===== src/rtl/fetch_unit_pkg.sv =====
// -----------------------------------------------------------------------------
// fetch_unit_pkg
//   Shared definitions for the instruction fetch stage:
//     WIDTH         - datapath / address width
//     RESET_VECTOR  - PC loaded on reset
//     fetch_state_e - fetch FSM states (2-bit encodings)
//     pc_inc        - PC increment, modulo 2^WIDTH
// -----------------------------------------------------------------------------
package fetch_unit_pkg;

    localparam int WIDTH = 32;

    localparam logic [WIDTH-1:0] RESET_VECTOR = 32'h0000_0000;

    typedef enum logic [1:0] {
        FETCH_REQ    = 2'b00,
        FETCH_VALID  = 2'b01,
        FETCH_HALTED = 2'b10
    } fetch_state_e;

    // Wraps silently from all-ones to zero.
    function automatic logic [WIDTH-1:0] pc_inc(input logic [WIDTH-1:0] pc);
        return pc + {{(WIDTH-1){1'b0}}, 1'b1};
    endfunction

endpackage


===== src/rtl/fetch_unit.sv =====
// -----------------------------------------------------------------------------
// fetch_unit
//   Instruction fetch stage feeding decoder_unit. Holds the PC, requests one
//   word at a time from instruction memory (req/ack), presents the returned
//   word and its PC to the decoder (valid/ready), follows redirects (squashing
//   an in-flight fetch if needed) and stops after a HALT is consumed.
//
// Ports:
//   clk          in   clock, rising edge
//   rst          in   asynchronous, active-high reset
//   imem_req     out  instruction memory request
//   imem_addr    out  word address of the request
//   imem_ack     in   memory response strobe (only while imem_req=1)
//   imem_rdata   in   instruction word, valid with imem_ack
//   inst         out  instruction to decoder
//   inst_pc      out  PC of inst
//   inst_valid   out  inst/inst_pc valid
//   inst_ready   in   decoder consumes inst this cycle
//   halt         in   presented inst is a HALT
//   redirect     in   change PC and flush the fetched instruction
//   redirect_pc  in   redirect target
//   fetch_halted out  HALT consumed, fetch stopped
// -----------------------------------------------------------------------------
module fetch_unit
    import fetch_unit_pkg::*;
#(
    parameter logic [WIDTH-1:0] RESET_PC = RESET_VECTOR
) (
    input  logic             clk,
    input  logic             rst,
    output logic             imem_req,
    output logic [WIDTH-1:0] imem_addr,
    input  logic             imem_ack,
    input  logic [WIDTH-1:0] imem_rdata,
    output logic [WIDTH-1:0] inst,
    output logic [WIDTH-1:0] inst_pc,
    output logic             inst_valid,
    input  logic             inst_ready,
    input  logic             halt,
    input  logic             redirect,
    input  logic [WIDTH-1:0] redirect_pc,
    output logic             fetch_halted
);

    fetch_state_e     r_state;
    logic [WIDTH-1:0] r_pc;
    logic [WIDTH-1:0] r_req_addr;
    logic             r_squash;

    fetch_state_e     w_state_nxt;
    logic [WIDTH-1:0] w_pc_nxt;
    logic [WIDTH-1:0] w_req_addr_nxt;
    logic             w_squash_nxt;
    logic             w_capture;
    logic             w_valid_nxt;
    logic             w_halted_nxt;
    logic             w_ack;

    // An ack is only meaningful while a request is actually on the bus.
    assign w_ack = imem_ack & imem_req;

    always_comb begin
        w_state_nxt    = r_state;
        w_pc_nxt       = r_pc;
        w_req_addr_nxt = r_req_addr;
        w_squash_nxt   = r_squash;
        w_capture      = 1'b0;
        w_valid_nxt    = inst_valid;
        w_halted_nxt   = fetch_halted;

        case (r_state)
            FETCH_REQ: begin
                if (redirect) begin
                    w_pc_nxt = redirect_pc;
                    if (w_ack) begin
                        // Returned word is wrong-path; refetch from the target.
                        w_squash_nxt   = 1'b0;
                        w_req_addr_nxt = redirect_pc;
                    end else begin
                        // Let the outstanding request finish at its old
                        // address, then throw its data away. A later redirect
                        // only moves pc, so the newest target is refetched.
                        w_squash_nxt = 1'b1;
                    end
                end else if (w_ack) begin
                    if (r_squash) begin
                        w_squash_nxt   = 1'b0;
                        w_req_addr_nxt = r_pc;
                    end else begin
                        w_capture   = 1'b1;
                        w_valid_nxt = 1'b1;
                        w_pc_nxt    = pc_inc(r_req_addr);
                        w_state_nxt = FETCH_VALID;
                    end
                end
            end

            FETCH_VALID: begin
                // Redirect wins over ready/halt: a same-cycle HALT is wrong-path.
                if (redirect) begin
                    w_pc_nxt       = redirect_pc;
                    w_req_addr_nxt = redirect_pc;
                    w_valid_nxt    = 1'b0;
                    w_state_nxt    = FETCH_REQ;
                end else if (inst_ready) begin
                    w_valid_nxt = 1'b0;
                    if (halt) begin
                        w_halted_nxt = 1'b1;
                        w_state_nxt  = FETCH_HALTED;
                    end else begin
                        w_req_addr_nxt = r_pc;
                        w_state_nxt    = FETCH_REQ;
                    end
                end
            end

            FETCH_HALTED: begin
                w_valid_nxt  = 1'b0;
                w_halted_nxt = 1'b1;
            end

            default: begin
                w_state_nxt = FETCH_REQ;
            end
        endcase
    end

    always_ff @(posedge clk or posedge rst) begin
        if (rst) begin
            r_state    <= FETCH_REQ;
            r_pc       <= RESET_PC;
            r_req_addr <= RESET_PC;
            r_squash   <= 1'b0;
        end else begin
            r_state    <= w_state_nxt;
            r_pc       <= w_pc_nxt;
            r_req_addr <= w_req_addr_nxt;
            r_squash   <= w_squash_nxt;
        end
    end

    // Outputs are registered from the next-state values so imem_req rises and
    // falls in the same cycle the FSM enters or leaves REQ.
    always_ff @(posedge clk or posedge rst) begin
        if (rst) begin
            imem_req     <= 1'b0;
            imem_addr    <= '0;
            inst         <= '0;
            inst_pc      <= '0;
            inst_valid   <= 1'b0;
            fetch_halted <= 1'b0;
        end else begin
            imem_req     <= (w_state_nxt == FETCH_REQ);
            imem_addr    <= w_req_addr_nxt;
            inst_valid   <= w_valid_nxt;
            fetch_halted <= w_halted_nxt;
            if (w_capture) begin
                inst    <= imem_rdata;
                inst_pc <= r_req_addr;
            end
        end
    end

endmodule

===== config.mk =====
export PLATFORM = sky130hd
export DESIGN_NAME = fetch_unit
export DESIGN_NICKNAME = d
export VERILOG_FILES = /design/src/rtl/fetch_unit_pkg.sv /design/src/rtl/fetch_unit.sv
export SDC_FILE = /design/constraint.sdc
export NUM_CORES = 1
export LEC_CHECK = 0
export CORE_UTILIZATION = 40
export CTS_CLUSTER_DIAMETER = 60
export CTS_CLUSTER_SIZE = 12
export DETAILED_ROUTE_END_ITERATION = 12
export MAX_ROUTING_LAYER = met4
export PLACE_DENSITY_LB_ADDON = 0.05
export SYNTH_ARGS = -nofsm -noshare
export SYNTH_HDL_FRONTEND = slang
export SYNTH_SLANG_ARGS = --single-unit

===== constraint.sdc =====
create_clock -name clk -period 12.3 [get_ports clk]
set_clock_uncertainty 0.15 [all_clocks]
set_input_delay 1.845 -clock clk [delete_from_list [all_inputs] [get_ports clk]]
set_output_delay 1.845 -clock clk [all_outputs]
set_load 0.03 [all_outputs]

---- Yosys cells after proc, flatten, opt, wreduce, memory -nomap -nowiden ----
Cells that the tools add are included.
storage, ports and cells
  bits in registers ....................... 134
  input port bits ......................... 70
  output and inout port bits .............. 99
cells by class
  add/sub/neg operators ................... 1
  equal/unequal tests ..................... 14
  mux-type cells .......................... 37
  bitwise gates (word level) .............. 1
  reduce and logical (&&, ||, !) cells .... 11
operators with widths
  kind                   count
  $mux 32                11
  $pmux 32 s2            2
  $add 32x1->32 const B  1
  $mux 1                 15
  $ne 3x3->1 const B     5
  $ne 2x2->1 const B     7
  $mux 2                 6
  $reduce_and 5->1       2
  $reduce_and 4->1       2
  $pmux 2 s3             1
  $reduce_bool 2->1      3
  $logic_not 2->1        2
  $pmux 1 s3             1
  $reduce_bool 3->1      1
  $eq 2x1->1 const B     1
  $eq 2x2->1 const B     1
  $pmux 1 s2             1
  $reduce_and 2->1       1
  $and 1x1->1            1

---- Longest topological paths before layout ----
Gate-level depths: netlist of the first run.
  depth in word-level cells ............... 5
  gate-level depth with buffers ........... 9

---- Least setup slack after synthesis of the first run ----
Ideal clock, no wire load.
  path kind ............................... input to register
  start point ............................. input port redirect
  end point ............................... register inst[0]
  setup time .............................. 0.125 ns
  data arrival time ....................... 3.174 ns
  data required time ...................... 12.025 ns
  setup slack ............................. 8.851 ns
  stages .................................. 5
  path buffers ............................ 3
  cell sequence ........................... buf_2 -> nor3_1 -> clkbuf_1 -> buf_2 -> mux2_2
on the way
  cells in the longest elaborated chain, start to end .. 2
RTL lines
  element                 line               RTL
  start: declaration      fetch_unit.sv:40   input logic redirect,
  $mux 1                  fetch_unit.sv:73   if (redirect) begin
  $mux 1                  fetch_unit.sv:71   case (r_state)
  end signal: assignment  fetch_unit.sv:158  inst <= imem_rdata;
  end: declaration        fetch_unit.sv:35   output logic [WIDTH-1:0] inst,
Every way passes these cells.
A chain may end at the register's enable or synchronous reset.

---- Worst setup path after layout of the first run ----
  start point ............................. input port redirect
  end point ............................... register imem_addr[18]
on the way
  cells in the longest elaborated chain, start to end .. 2
RTL lines
  element                                                           line               RTL
  $ne 3x3->1 (no line) (tied with other cells)                      --
  $reduce_and 5->1 (no line) / $pmux 32 s2 (equally long branches)  --
  end signal: assignment                                            fetch_unit.sv:154  imem_addr <= w_req_addr_nxt;
  end: declaration                                                  fetch_unit.sv:32   output logic [WIDTH-1:0] imem_addr,
Parallel ways exist; a longest one is shown, timed or not.

==> key figures, run 1 <==
Clock tree
  – Clk buf depth: 2
  – Number of setup buffers added after CTS: 0
  – Clk sinks: ~130
  – Clock H-tree levels: 4
  – Post-cts sizing count: 0
  – Root Driver: clkbuf_16
  – Clk_lat worst skew: around 0.41 ns
  – CTS tree: yes
  – Clock-pin slew on the worst setup and hold paths: 0.05 ns
  – CTS Buf Count: 17
  – CTS Hold Buffers Added: 0

Setup path
  – Crit path DAT: about 4.3 ns
  – Worst EP required: around 12 ns
  – R2R cell count: 6
  – Kind of critical path: in2reg
  – CP most frequent cell: a21oi_1
  – Crit path launch: redirect
  – CP endpoint kind: register
  – Critical path cell sequence: buf_2 > buf_4 > nor3b_1 > a21oi_1 > and3_2 > nor2_1 > a21oi_1
  – Worst R2R End: imem_addr[18]
  – R2R Setup Slk: between 9 and 10 ns
  – Critical path peak fanout: 64
  – RR Startpoint: r_state[1]
  – Crit-path max cell delay: 1.02 ns
  – CP startpoint kind: input pin
  – CP max stage cell: and3_2

Placed design
  – Post-place instance area: between 8000 and 9000 um2
  – Post-DP HPWL: about 10000 um
  – Final Wtd Congestion: 0.793
  – Placed instance count: 880
  – Count of buffers from port buffering: between 150 and 200

Hold path
  – Hold-critical path depth: 1
  – Tightest Hold Check Type: reg2reg
  – End of the worst hold path: fetch_halted
  – Min-Delay Startpoint: fetch_halted

Synth
  – Dominant synthesized flop cell: dfrtp_1
  – EDFF count, synth: 0
  – Synth Instances: roughly 550
  – Syn nets: roughly 630
  – Post-synth top cells: dfrtp_1, mux2_2, nor2_1
  – Yosys cell types: 41
  – Synth Register Bits: 134
  – Syn Area/Cell: about 11 um2
  – Cell Area, Synth: 6210 um2
  – Area leader, netlist: dfrtp_1
  – Synth top area cells: dfrtp_1, mux2_2, mux2i_1
  – Yosys top cell area share: 0.540
  – Ys async rst share: 1.00
  – Cell with the most instances after synthesis: dfrtp_1
  – Register area share after synthesis: 0.540
  – Synthesis Warnings: 0

Die
  – Site Rows: 45
  – Die X: 127 um
  – Core area: about 15000 um2
  – I/O pin cnt: 169
  – Die Footprint: 16000 um2
  – Starting Density: 0.409
  – Die Height: 127 um

STA
  – Worst-Margin Slew: ~1.2 ns
  – F_max: 241 MHz
  – Clock period minus worst slack: 4.14 ns
  – RSZ-0062 raised after global routing: no
  – Setup TNS: 0 ns
  – Tcrit/Tclk final: 0.337
  – Slew HR: 0.217
  – Final setup viols: 0
  – Max Slew Vio Count: 0
  – Hold Violations, Final: 0

Drt
  – Antenna-violating nets left: 0
  – Drt pass-1 iters: 4
  – 1st-iter DRT viols: around 260
  – Routed len/inst: 17.1 um
  – Via count: between 4k and 5k
  – DRC: 0
  – Vias per std cell: around 5.3
  – Post-Route WL: approximately 16000 um

Global route
  – Number of global-route vias before repair: approximately 5.0k
  – First-pass GRT wire length: roughly 25000 um
  – Largest net degree at the start of global routing: 69
  – Grt total ovfl: 0
  – Gr usage total: 0.211
  – Initial antenna violation count: 0

Final layout
  – Area occupied by multi-input gates: approximately 2700 um2
  – Final non-filler cell total: a little over 900
  – Area Overhead vs Synth: 38.0%
  – Layout cells sized above 1: 0.149
  – Sequential cell area: between 3000 and 4000 um2
  – Layout Nets: roughly 790
  – Final instance area: ~8600 um2
  – Fill cells: 1333
  – Antenna cells: 0

Run
  – Max-capacitance violation count: 0

Power
  – Pwr/cell area: between 200 and 300 nW/um2
  – Peak supply drop: around 0.00013 V
  – Tot Pwr: about 2200 uW
  – LEAKAGE: ~0.0037 uW

Outcome
  – Status: completed
## metrics by stage
step | setup WS, ns | utilization | hold WS [ns]
final | 8.16 | 0.564 | 0.315
after global routing | 7.91 | 0.564 | 0.335
after CTS | 8.15 | 0.564 | 0.322
after detailed placement | 7.74 | 0.528 | 0.310
after global placement | 7.87 | 0.528 | 0.310
after floorplan | 6.72 | - | 0.298
## per-layer routing
metal / up-vias / track usage / part of all wire
met5: - / - / 0
met3: 10 / 0.0692 / 0.070
met2: 164 / 0.314 / 0.46
li1: 2278 / - / -
met1: 2377 / 0.273 / 0.46
met4: 0 / 0.0624 / 0.0077
## kinds of logic (layout without fill, tap and decap cells)
| family | after synthesis | in the layout | synth area share |
|---|---|---|---|
| AO/OA/AOI/OAI | 106 | 106 | 0.0991 |
| XOR/XNOR | 27 | 27 | 0.0381 |
| adder cells (fa/ha/maj) | 5 | 5 | 0.0101 |
| buffers and inverters | 46 | 215 | 0.0306 |
| flip-flops | 134 | 134 | 0.540 |
| multiplexers | 101 | 101 | 0.176 |
| AND/OR/NAND/NOR | 135 | 135 | 0.107 |
## how the worst max path moves through the flow
stage | endpoint | slack [ns] | cells past startpoint
global placement | imem_addr[28] | 7.87 | 6
global route | imem_addr[18] | 7.91 | 7
floorplan | fetch_halted | 6.72 | 1
detailed placement | imem_addr[22] | 7.74 | 6
CTS | imem_addr[18] | 8.15 | 7
finish | imem_addr[18] | 8.16 | 7
## area by class of cell
type / count / share of cell area
clock buffer: 28 / 0.0614
clock inverter: 3 / 0.00175
multi-input combinational: 374 / 0.313
inverter: 12 / 0.00584
tap: 188 / 0.0274
sequential: 134 / 0.391
timing repair buffer: 172 / 0.199
## placed cells by master, fill, tap and decap left out, types with 6 or more instances in the layout
cell and instances:
clkdlybuf4s50_1 167, dfrtp_1 134, mux2_2 64, nor2_1 55, a21oi_1 43, mux2i_1 37
nand2_1 26, o21ai_0 23, xnor2_1 22, nor3_1 18, clkbuf_16 17, a32oi_1 14
o21ai_1 13, inv_1 11, nand3_1 8, nand4_1 6, clkbuf_8 6
## registers in the layout, summed over array words and instances, names as in the netlist
register / flops
imem_addr: 32
inst: 32
inst_pc: 32
r_pc: 32
r_state: 2
fetch_halted: 1
imem_req: 1
inst_valid: 1
r_squash: 1
## critical path: cells and delay by family
kind	cells	cell delay (ns)
simple gates	3	1.33
compound gates	2	0.42
buf+inv	2	0.72
## power by group
part	switching [uW]	total [uW]	internal, uW
logic	533	954	421
clock network	178	466	288
registers	171	794	623
(Power assumes the default switching activity.)
==> run 2: changes to the inputs <==
==> constraint.sdc (replaced) <==
create_clock -name clk -period 4.1 [get_ports clk]
set_clock_uncertainty 0.15 [all_clocks]
set_input_delay 0.615 -clock clk [delete_from_list [all_inputs] [get_ports clk]]
set_output_delay 0.615 -clock clk [all_outputs]
set_load 0.03 [all_outputs]
==> run 2 against run 1 <==
  * Die area is the same
  * Core utilization grew 0.55 points
  * Via count is the same
  * Register-to-register slack lost 8.0 ns
  * Critical path type is now reg2reg
  * Largest power group unchanged
==> key figures, run 2 (synthesized netlist as in run 1, its figures left out) <==
Global route
  – Initial antenna violation count: 0 (unchanged)
  – Met1 Use GR: 0.287 (+0.0141)
  – Grt met2 use: 0.315 (+0.000975)
  – First-pass GRT wire length: 25500 um (+0.77%)
  – Gr usage total: 0.213 (+0.00261)
  – Largest net degree at the start of global routing: 70 (+1.4%)
  – M3 GR Usage: 0.0464 (-0.0228)
  – Number of global-route vias before repair: 5013 (+0.97%)
  – Grt total ovfl: 0 (unchanged)
  – Grt peak-use layer: met2

Die
  – Die X: 127 um (unchanged)
  – Die Height: 127 um (unchanged)
  – Die Footprint: 16000 um2 (unchanged)
  – Site Rows: 45 (unchanged)
  – Starting Density: 0.409 (unchanged)
  – I/O pin cnt: 169 (unchanged)
  – Core area: 15200 um2 (unchanged)

Run
  – Max-capacitance violation count: 0 (unchanged)

Final layout
  – Layout Nets: 790 (+0.51%)
  – Layout cells sized above 1: 0.160 (+0.0102)
  – Area Overhead vs Synth: 39.3%
  – Antenna cells: 0 (unchanged)
  – Most frequent cells in the layout: clkdlybuf4s50_1, dfrtp_1, mux2_2
  – Commonest non-fill, non-tap cell in the layout: clkdlybuf4s50_1
  – Fin util: 0.570 (+0.00551)

STA
  – Hold Violations, Final: 0 (unchanged)
  – Setup TNS: 0 ns (unchanged)
  – Worst-Margin Slew: 1.08 ns (-0.0937 ns)
  – Tcrit/Tclk final: 0.666
  – Clock period minus worst slack: around 2.7 ns
  – F_max: roughly 370 MHz
  – Slew HR: 0.277 (+0.0597)
  – Max Slew Vio Count: 0 (unchanged)
  – RSZ-0062 raised after global routing: no
  – Final setup viols: 0 (unchanged)

Clock tree
  – Number of setup buffers added after CTS: 0 (unchanged)
  – Root Driver: clkbuf_16
  – Clock H-tree levels: 4 (unchanged)
  – Post-cts sizing count: 0 (unchanged)
  – Clk sinks: 134 (unchanged)
  – Clk buf depth: 2 (unchanged)
  – Clk_lat worst skew: 0.41 ns (about the same)
  – Clock-pin slew on the worst setup and hold paths: 0.06 ns (about the same)
  – CTS Hold Buffers Added: 0 (unchanged)
  – CTS Buf Count: 17 (unchanged)
  – CTS tree: yes

Drt
  – Vias per std cell: 5.28 (-0.44%)
  – Post-Route WL: 15600 um (+0.41%)
  – Drt pass-1 iters: 4 (unchanged)
  – DRC: 0 (unchanged)
  – Via count: 4829 (unchanged)
  – 1st-iter DRT viols: 294 (+11%)
  – Routed len/inst: 17.1 um (about the same)
  – Antenna-violating nets left: 0 (unchanged)

Setup path
  – Critical path cell sequence: inv_1 > ha_1 > or2_2 > and3_2 > buf_4 > nor2_1 > a21oi_1
  – CP startpoint kind: register
  – WP depth: 7 (unchanged)
  – RR Startpoint: r_state[1]
  – Critical path peak fanout: 42 (-34%)
  – Crit-path max cell delay: 0.56 ns (-0.46 ns)
  – Crit path launch: r_state[1]
  – CP max stage cell: and3_2
  – R2R cell count: 7 (+1)
  – Kind of critical path: reg2reg
  – CP bufs+invs: 2 (unchanged)
  – CP endpoint kind: register
  – Largest delay share family, worst path: simple AND/OR/NAND/NOR gates
  – Worst EP required: 4.28 ns (-8.20 ns)
  – Crit path DAT: 2.91 ns (-1.41 ns)

Outcome
  – Status: completed

Hold path
  – Tightest Hold Check Type: reg2reg
  – Min-Delay Startpoint: fetch_halted
  – Hold-critical path depth: 1 (unchanged)

Placed design
  – Final Wtd Congestion: 0.772 (-2.6%)
  – Count of buffers from port buffering: 168 (unchanged)
  – Post-DP HPWL: 10400 um (+3.7%)

Power
  – LEAKAGE: 0.00370 uW (+1.0%)
  – Peak supply drop: 0.000374 V (+200%)
  – Pwr/cell area: 779 nW/um2 (+200%)
-- run 2: cell type report --
class | count | area [um2]
clock buffer | 22 | 484
clock inverter | 9 | 100
fill | 1313 | 6540
inverter | 12 | 48.8
multi-input combinational | 374 | 2690
sequential | 134 | 3350
tap | 188 | 235
timing repair buffer | 176 | 1750
-- run 2: final timing paths --
path / end / slack, ns
min: fetch_halted / 0.31
min in group asynchronous: inst[8] / 0.49
max in group asynchronous: inst_pc[10] / 2.39
min reg2reg: fetch_halted / 0.31
max reg2reg: imem_addr[28] / 1.37
max: imem_addr[28] / 1.37
-- run 2: metrics by stage --
stage	hold WS (ns)	setup slack, ns	total power, uW	cell area, um2	std cells
finish	0.313	1.37	6750	8660	915
global route	0.345	1.11	7160	8660	915
CTS	0.319	1.34	6810	8660	915
detailed placement	0.307	1.17	5270	8070	884
global placement	0.307	1.21	5200	8070	884
floorplan	0.298	1.67	4080	6220	554
-- run 2: power by group --
group / total [uW] / switching [uW] / internal (uW)
registers: 2400 / 529 / 1870
clock network: 1500 / 551 / 951
logic: 2850 / 1580 / 1270
total: 6750 / 2660 / 4090
-- run 2: routing by layer --
layer,vias up,routed length (um)
li1,2287,-
met1,2395,7430
met2,142,7390
met3,5,699
met4,0,104
met5,-,0
